<file path="src/rtl/alu_muxes_pkg.sv">
// Shared constants for the EX-stage operand selection block.
// Holds forwarding select encodings and default operand widths.
package alu_muxes_pkg;

   localparam int DATA_W_DEF = 16;
   localparam int REG_W_DEF  = 3;

   localparam logic [1:0] FWD_NONE = 2'b00;
   localparam logic [1:0] FWD_WB   = 2'b01;
   localparam logic [1:0] FWD_MEM  = 2'b10;

endpackage : alu_muxes_pkg

</file>
<file path="src/rtl/alu_muxes_fwd_mux3.sv">
// Three-source forwarding mux: register file value, EX/MEM result or MEM/WB result.
// The unused code 2'b11 falls back to the register file value.
module fwd_mux3
   import alu_muxes_pkg::*;
#(
   parameter int DATA_W = DATA_W_DEF
) (
   input  logic [1:0]        sel,
   input  logic [DATA_W-1:0] reg_val,
   input  logic [DATA_W-1:0] mem_val,
   input  logic [DATA_W-1:0] wb_val,
   output logic [DATA_W-1:0] y
);

   // A case keeps an X on a deselected source from reaching y.
   always_comb begin
      y = reg_val;
      case (sel)
         FWD_MEM: y = mem_val;
         FWD_WB:  y = wb_val;
         default: y = reg_val;
      endcase
   end

endmodule : fwd_mux3

</file>
<file path="src/rtl/alu_muxes.sv">
// EX-stage operand selection: destination register, operand forwarding,
// immediate select and store data, with an optional output register stage.
module alu_muxes
   import alu_muxes_pkg::*;
#(
   parameter int DATA_W           = DATA_W_DEF,
   parameter int REG_W            = REG_W_DEF,
   parameter bit REGISTER_OUTPUTS = 1'b0
) (
   input  logic              clk,
   input  logic              rst,
   input  logic              RegDst,
   input  logic [REG_W-1:0]  Rt,
   input  logic [REG_W-1:0]  Rd,
   output logic [REG_W-1:0]  DestReg,
   input  logic              ALUSrc,
   input  logic [1:0]        ForwardA,
   input  logic [1:0]        ForwardB,
   input  logic [DATA_W-1:0] Mem_ALUOut,
   input  logic [DATA_W-1:0] WB_WriteData,
   input  logic [DATA_W-1:0] ReadData1,
   input  logic [DATA_W-1:0] ReadData2,
   input  logic [DATA_W-1:0] Imm,
   output logic [DATA_W-1:0] Operand1,
   output logic [DATA_W-1:0] Operand2,
   output logic [DATA_W-1:0] StoreData
);

   logic [DATA_W-1:0] fwd_a;
   logic [DATA_W-1:0] fwd_b;
   logic [REG_W-1:0]  dest_reg_d;
   logic [DATA_W-1:0] operand1_d;
   logic [DATA_W-1:0] operand2_d;
   logic [DATA_W-1:0] store_data_d;

   fwd_mux3 #(.DATA_W(DATA_W)) u_fwd_a (
      .sel     (ForwardA),
      .reg_val (ReadData1),
      .mem_val (Mem_ALUOut),
      .wb_val  (WB_WriteData),
      .y       (fwd_a)
   );

   fwd_mux3 #(.DATA_W(DATA_W)) u_fwd_b (
      .sel     (ForwardB),
      .reg_val (ReadData2),
      .mem_val (Mem_ALUOut),
      .wb_val  (WB_WriteData),
      .y       (fwd_b)
   );

   // Store data always takes the forwarded B value; Imm only steers the ALU.
   always_comb begin
      dest_reg_d   = RegDst ? Rd : Rt;
      operand1_d   = fwd_a;
      operand2_d   = ALUSrc ? Imm : fwd_b;
      store_data_d = fwd_b;
   end

   generate
      if (REGISTER_OUTPUTS) begin : g_reg
         logic [REG_W-1:0]  dest_reg_q;
         logic [DATA_W-1:0] operand1_q;
         logic [DATA_W-1:0] operand2_q;
         logic [DATA_W-1:0] store_data_q;

         always_ff @(posedge clk) begin
            if (rst) begin
               dest_reg_q   <= '0;
               operand1_q   <= '0;
               operand2_q   <= '0;
               store_data_q <= '0;
            end else begin
               dest_reg_q   <= dest_reg_d;
               operand1_q   <= operand1_d;
               operand2_q   <= operand2_d;
               store_data_q <= store_data_d;
            end
         end

         assign DestReg   = dest_reg_q;
         assign Operand1  = operand1_q;
         assign Operand2  = operand2_q;
         assign StoreData = store_data_q;
      end else begin : g_comb
         // clk and rst have no function in the combinational build.
         logic unused_clk_rst;
         assign unused_clk_rst = clk ^ rst;

         assign DestReg   = dest_reg_d;
         assign Operand1  = operand1_d;
         assign Operand2  = operand2_d;
         assign StoreData = store_data_d;
      end
   endgenerate

endmodule : alu_muxes

</file>
<file path="config.mk">
export PLATFORM = sky130hd
export DESIGN_NAME = alu_muxes
export DESIGN_NICKNAME = d
export VERILOG_FILES = /design/src/rtl/alu_muxes_pkg.sv /design/src/rtl/alu_muxes_fwd_mux3.sv /design/src/rtl/alu_muxes.sv
export SDC_FILE = /design/constraint.sdc
export NUM_CORES = 1
export LEC_CHECK = 0
export BUFFER_PORTS_ARGS = -buffer_cell sky130_fd_sc_hd__buf_2
export CELL_PAD_IN_SITES_DETAIL_PLACEMENT = 1
export CELL_PAD_IN_SITES_GLOBAL_PLACEMENT = 2
export CORE_ASPECT_RATIO = 0.8
export CORE_UTILIZATION = 14
export DETAILED_ROUTE_END_ITERATION = 7
export PLACE_DENSITY = 0.81
export SLEW_MARGIN = 40
export SYNTH_ARGS = -nofsm -noshare
export SYNTH_HDL_FRONTEND = slang
export SYNTH_SLANG_ARGS = --single-unit
</file>
<file path="constraint.sdc">
create_clock -name vclk -period 1.25
set_input_delay 0.125 -clock vclk [all_inputs]
set_output_delay 0.125 -clock vclk [all_outputs]
set_load 0.01 [all_outputs]
</file>
==> impl_metrics.py, run 1 <==
metrics = {
    "sta": {
        "max_slew_margin_pct": 81.0,
        "finalSetupViolations": 32,
        "hold_ws_ns": 0.539,
        "finalSetupTns_ns": -1.48,
        "setup_ws_ns": -0.0762,
        "finalMaxSlewViolations": 0,
        "post-route-period-util_pct": 106,
        "rsz0062_at_grt": "yes",
        "max_clock_freq_ghz": 0.754,
        "fin_crit_ns": 1.33,
        "hold_viol": 0,
        "tightest_slew_ns": 0.285,
    },
    "yosys": {
        "ys.warnings.count": 0,
        "syn_area_per_cell_um2": 7.02,
        "netlist_area_um2": 1090,
        "synth_nets": 254,
        "seq_area_frac_synth_pct": 0,
        "synth_cell_types": 18,
        "netlist_instances": 156,
    },
    "worst_setup_path": {
        "crit_buf_inv": 3,
        "cpMaxStageDelayCell": "ha_4",
        "path_class": "primary input to output port",
        "crit_chain": "buf_8 > ha_4 > buf_12 > nor2b_4 > o31ai_2 > buf_2",
        "cp_slowest_stage_delay_ns": 0.30,
        "arrival_ns": 1.20,
        "cp_top_family": "buffers and inverters",
        "required_ns": 1.12,
        "worstPathMaxFanout": 8,
        "worstSetupStartpointType": "primary input",
        "cp-startpoint": "ForwardB[1]",
        "end_kind": "output port",
    },
    "finish": {
        "syn_to_final_growth_pct": 129,
        "seq_cells": 0,
        "final_core_util_pct": 33.5,
        "nNetsFinal": 397,
        "layout_common_cells": "141 x buf_2, 32 x nand2_1, 16 x nor2b_4, 16 x o31ai_2, 15 x nor2_1",
        "fillCellCount": 929,
        "seq_area_um2": 0,
        "insertedDiodeCount": 0,
        "final_layout_size_suffix_gt1_share_pct": 74.1,
        "final_cells": 402,
        "clockBufferCount": 0,
        "final_common_cell": "buf_2",
    },
    "drt": {
        "drc_errors": 0,
        "viasPerCell": 4.49,
        "first_pass_iters": 4,
        "drtIter0Drc": 15,
        "antenna_left": 0,
        "num_vias": 1806,
        "wl_um": 6460,
        "avgRoutedWirePerCell_um": 16.1,
    },
    "power": {
        "p_total_mw": 1.30,
        "ir_drop_uv": 241,
        "p_per_area_nw_per_um2": 518,
        "leakagePower_nw": 1.19,
    },
    "placement": {
        "placedCellCount": 397,
        "hpwl_um": 4680,
        "io_buffers": 143,
        "gp_congestion": 0.653,
    },
    "global_route": {
        "overflow": 0,
        "antenna_found_initial": 0,
        "grt_start_max_net_pins": 33,
        "grt_pass1_vias": 1862,
        "grt_usage_pct": 14.5,
        "grt_pass1_wl_um": 9270,
    },
    "die": {
        "die_y_um": 81.1,
        "row_count": 28,
        "die-area_um2": 8180,
        "core_um2": 7500,
        "die_w_um": 101,
        "floorplan.initialDensity_pct": 14.6,
        "io_pins": 145,
    },
    "worst_hold_path": {
        "hold_path_end": "Operand1[3]",
        "hold_path_depth": 4,
        "hp-class": "primary input to output port",
        "min_from": "ReadData1[3]",
    },
    "status": {
        "status": "finished, violations left",
        "violations": "negative setup slack",
    },
    "clock_network": {
        "hold_buffers": 0,
        "post_cts_buffers": 0,
    },
    "job": {
        "maxCapViolCount": 0,
    },
}
[final cells by class]
type                       instances  area, um^2  share of cell area, %
tap                              105         131                   5.23
timing repair buffer             158        1020                   40.8
inverter                           4        17.5                  0.697
multi-input combinational        135        1340                   53.3
[stage by stage]
| step | instance area, um^2 | worst slack, ns |
|---|---|---|
| global route | 2510 | -0.126 |
| finish | 2510 | -0.0762 |
| detailed placement | 2020 | -0.225 |
| CTS | 2370 | -0.124 |
| floorplan | 1140 | 0.0479 |
| global placement | 2020 | -0.217 |
[synthesized netlist by cell type]
master | instances | area share [%]
nor2b_1 | 16 | 9.1
nand2_1 | 32 | 11
buf_2 | 3 | 1.4
buf_4 | 1 | 0.69
a22oi_1 | 16 | 11
nor2_1 | 16 | 5.5
clkbuf_1 | 6 | 2.1
o21ai_0 | 14 | 6.4
buf_6 | 4 | 4.1
ha_1 | 4 | 4.6
o31ai_1 | 9 | 6.2
inv_1 | 4 | 1.4
clkbuf_2 | 2 | 0.91
buf_12 | 1 | 1.8
o21ai_1 | 2 | 0.91
o31ai_2 | 7 | 8.0
a221oi_2 | 16 | 22
mux2_2 | 3 | 3.1
[how the worst max path moves through the flow]
stage | end | cells past startpoint
finish | Operand2[4] | 6
global route | Operand2[15] | 6
CTS | Operand2[4] | 7
detailed placement | Operand2[4] | 7
global placement | Operand2[4] | 7
floorplan | Operand2[0] | 5
[routing by layer]
metal	up-vias	GRT usage (%)	part of all wire, %
met5	-	0	0
met4	0	0.435	0
met3	0	1.89	7.0
met2	83	30.5	52
met1	848	16.3	41
li1	875	-	-
[report_power, final]
group	leakage, nW	internal (mW)	switching, mW
logic	1.19	0.652	0.650
clock network	0	0	0
registers	0	0	0
total	1.19	0.652	0.650
[logic make-up (layout without fill, tap and decap cells)]
kind of cell | after synthesis | count (layout) | share of synthesized area, %
multiplexers | 3 | 3 | 3.09
buffers and inverters | 21 | 162 | 12.3
AND/OR/NAND/NOR | 64 | 64 | 25.6
AO/OA/AOI/OAI | 64 | 64 | 54.4
adder cells (fa/ha/maj) | 4 | 4 | 4.57
[repair_timing]
action                     in CTS  in global routing
gates cloned                    4                  1
gates resized for setup        49                 21
pin swaps                      16                 24
setup endpoints to repair      35                 43
Note: power is estimated with default switching activity, not from simulation.
==> inputs of run 2 (changes only) <==
ABC_AREA = 1   (was default)
CORE_MARGIN = 4   (was default)
CORE_UTILIZATION = 13   (was 14)
PLACE_DENSITY = 0.92   (was 0.81)
==> impl_metrics.py, run 2 <==
metrics = {
    "yosys": {
        "synth_fa_ha_area_share_pct": 4.08,
        "netlist_instances": 239,
        "seq_area_frac_synth_pct": 0,
        "yosysMostFrequentCell": "nand2_1",
        "synth_top_area_cell": "nand2_1",
        "synthDominantCellAreaShare_pct": 29.4,
        "netlist_top_cells_area": "nand2_1 29%, a21oi_1 13%, nand3_1 9.0%, and2_1 8.2%, nand3_2 8.2%",
        "synth_cell_types": 16,
        "synth_nets": 337,
        "ys.warnings.count": 0,
        "syn_area_per_cell_um2": 5.14,
        "synthMuxAreaShare_pct": 2.75,
        "synth_compound_area_share_pct": 13.0,
        "ys_top_cells_by_count": "96 x nand2_1, 32 x a21oi_1, 22 x nand3_1, 20 x inv_1",
        "synth_top_family_by_area": "simple AND/OR/NAND/NOR gates",
        "netlist_area_um2": 1230,
        "synthXorXnorAreaFrac_pct": 0,
        "synthSimpleGateAreaFrac_pct": 59.5,
    },
    "worst_setup_path": {
        "worstSetupStartpointType": "primary input",
        "cp_top_family": "buffers and inverters",
        "worstPathMaxFanout": 7,
        "end_kind": "output port",
        "cpMaxStageDelayCell": "ha_4",
        "required_ns": 1.12,
        "crit_chain": "buf_8 > inv_4 > ha_4 > clkbuf_16 > nand2_4 > and2_4 > buf_6",
        "arrival_ns": 1.16,
        "cp_slowest_stage_delay_ns": 0.37,
        "crit_buf_inv": 4,
        "path_class": "primary input to output port",
    },
    "finish": {
        "final_layout_size_suffix_gt1_share_pct": 59.8,
        "layout_common_cells": "129 x buf_2, 83 x nand2_1, 25 x nand3_2, 19 x a21oi_1, 18 x inv_1",
        "final_common_cell": "buf_2",
        "seq_area_um2": 0,
        "clockBufferCount": 0,
        "insertedDiodeCount": 0,
        "final_core_util_pct": 26.9,
        "seq_cells": 0,
        "fillCellCount": 1199,
        "nNetsFinal": 476,
        "syn_to_final_growth_pct": 99.5,
    },
    "status": {
        "status": "finished, violations left",
        "violations": "negative setup slack",
    },
    "drt": {
        "drc_errors": 0,
        "wl_um": 7350,
        "viasPerCell": 4.13,
        "drtIter0Drc": 73,
        "antenna_left": 0,
        "num_vias": 2029,
        "first_pass_iters": 4,
        "avgRoutedWirePerCell_um": 15.0,
    },
    "global_route": {
        "overflow": 0,
        "grt_pass1_vias": 2121,
        "grt_pass1_wl_um": 10300,
        "grt_usage_pct": 11.6,
        "grt_start_max_net_pins": 17,
        "antenna_found_initial": 0,
    },
    "placement": {
        "io_buffers": 143,
        "gp_congestion": 0.816,
        "hpwl_um": 6110,
    },
    "clock_network": {
        "post_cts_buffers": 0,
        "hold_buffers": 0,
    },
    "sta": {
        "rsz0062_at_grt": "yes",
        "max_slew_margin_pct": 72.6,
        "finalSetupViolations": 14,
        "hold_viol": 0,
        "fin_crit_ns": 1.28,
        "finalMaxSlewViolations": 0,
        "max_clock_freq_ghz": 0.780,
        "hold_ws_ns": 0.532,
        "tightest_slew_ns": 0.411,
        "post-route-period-util_pct": 103,
        "setup_ws_ns": -0.0321,
    },
    "power": {
        "p_per_area_nw_per_um2": 524,
        "leakagePower_nw": 1.36,
        "ir_drop_uv": 204,
    },
    "worst_hold_path": {
        "hp-class": "primary input to output port",
    },
    "die": {
        "die-area_um2": 11100,
        "floorplan.initialDensity_pct": 13.5,
        "io_pins": 145,
        "die_w_um": 117,
        "core_um2": 9110,
        "row_count": 31,
        "die_y_um": 94.9,
    },
    "job": {
        "maxCapViolCount": 0,
    },
}
## run 2: changes by cell type after synthesis, moves of 14 or more
cell,previous run,this run
o21ai_0,14,0
nor2b_1,16,0
inv_1,4,20
a221oi_2,16,0
a22oi_1,16,0
and2_1,0,16
a21oi_1,0,32
nand3_1,0,22
nand2_1,32,96
## run 2: area by class of cell
type / count / area [um^2] / area share, %
Timing Repair Buffer: 153 / 941 / 38.4
Timing Repair inverter: 1 / 8.76 / 0.358
Tap cell: 115 / 144 / 5.88
Multi-Input combinational cell: 199 / 1250 / 51.0
Inverter: 23 / 106 / 4.34
## run 2: cells by family after synthesis
kind of cell / after synthesis
simple gates: 160
buf+inv: 40
compound gates: 32
fa+ha+maj: 4
mux: 3
## run 2: tightest hold or removal path, cell delays in order
cell	delay, ns
buf_2	0.08
nand2_1	0.04
nand2_1	0.05
buf_2	0.12
## run 2: worst paths after layout
kind	from	end	slack [ns]	depth (start not counted)
setup / recovery	ForwardB[0]	StoreData[14]	-0.03	7
hold / removal	Imm[0]	Operand2[0]	0.53	4
## run 2: where the power goes
group	switching, mW	total, mW	internal, mW	leakage (nW)
combinational	0.669	1.28	0.613	1.36
clock	0	0	0	0
sequential	0	0	0	0
## run 2: per-stage QoR
step,cells,total power [mW],worst slack [ns],area [um^2],TNS [ns]
global placement,490,1.02,-0.255,2060,-8.13
global route,491,1.41,-0.0595,2450,-1.14
floorplan,239,0.574,0.118,1230,0
detailed placement,490,1.04,-0.297,2060,-9.45
CTS,489,1.07,-0.0150,2110,-0.0824
finish,491,1.28,-0.0321,2450,-0.206
## run 2: timing repair
| action | CTS | global route |
|---|---|---|
| pin swaps | 1 | 30 |
| cloned | 0 | 2 |
| resized for setup | 15 | 75 |
| setup endpoints to repair | 48 | 47 |
## run 2: metal layers
| metal | share of wire (%) | routed length [um] | up-vias | track usage (%) |
|---|---|---|---|---|
| li1 | - | - | 1030 | - |
| met1 | 39 | 2900 | 908 | 13.5 |
| met2 | 51 | 3740 | 91 | 23.1 |
| met3 | 9.6 | 705 | 0 | 1.99 |
| met4 | 0 | 0 | 0 | 0.0955 |
| met5 | 0 | 0 | - | 0 |
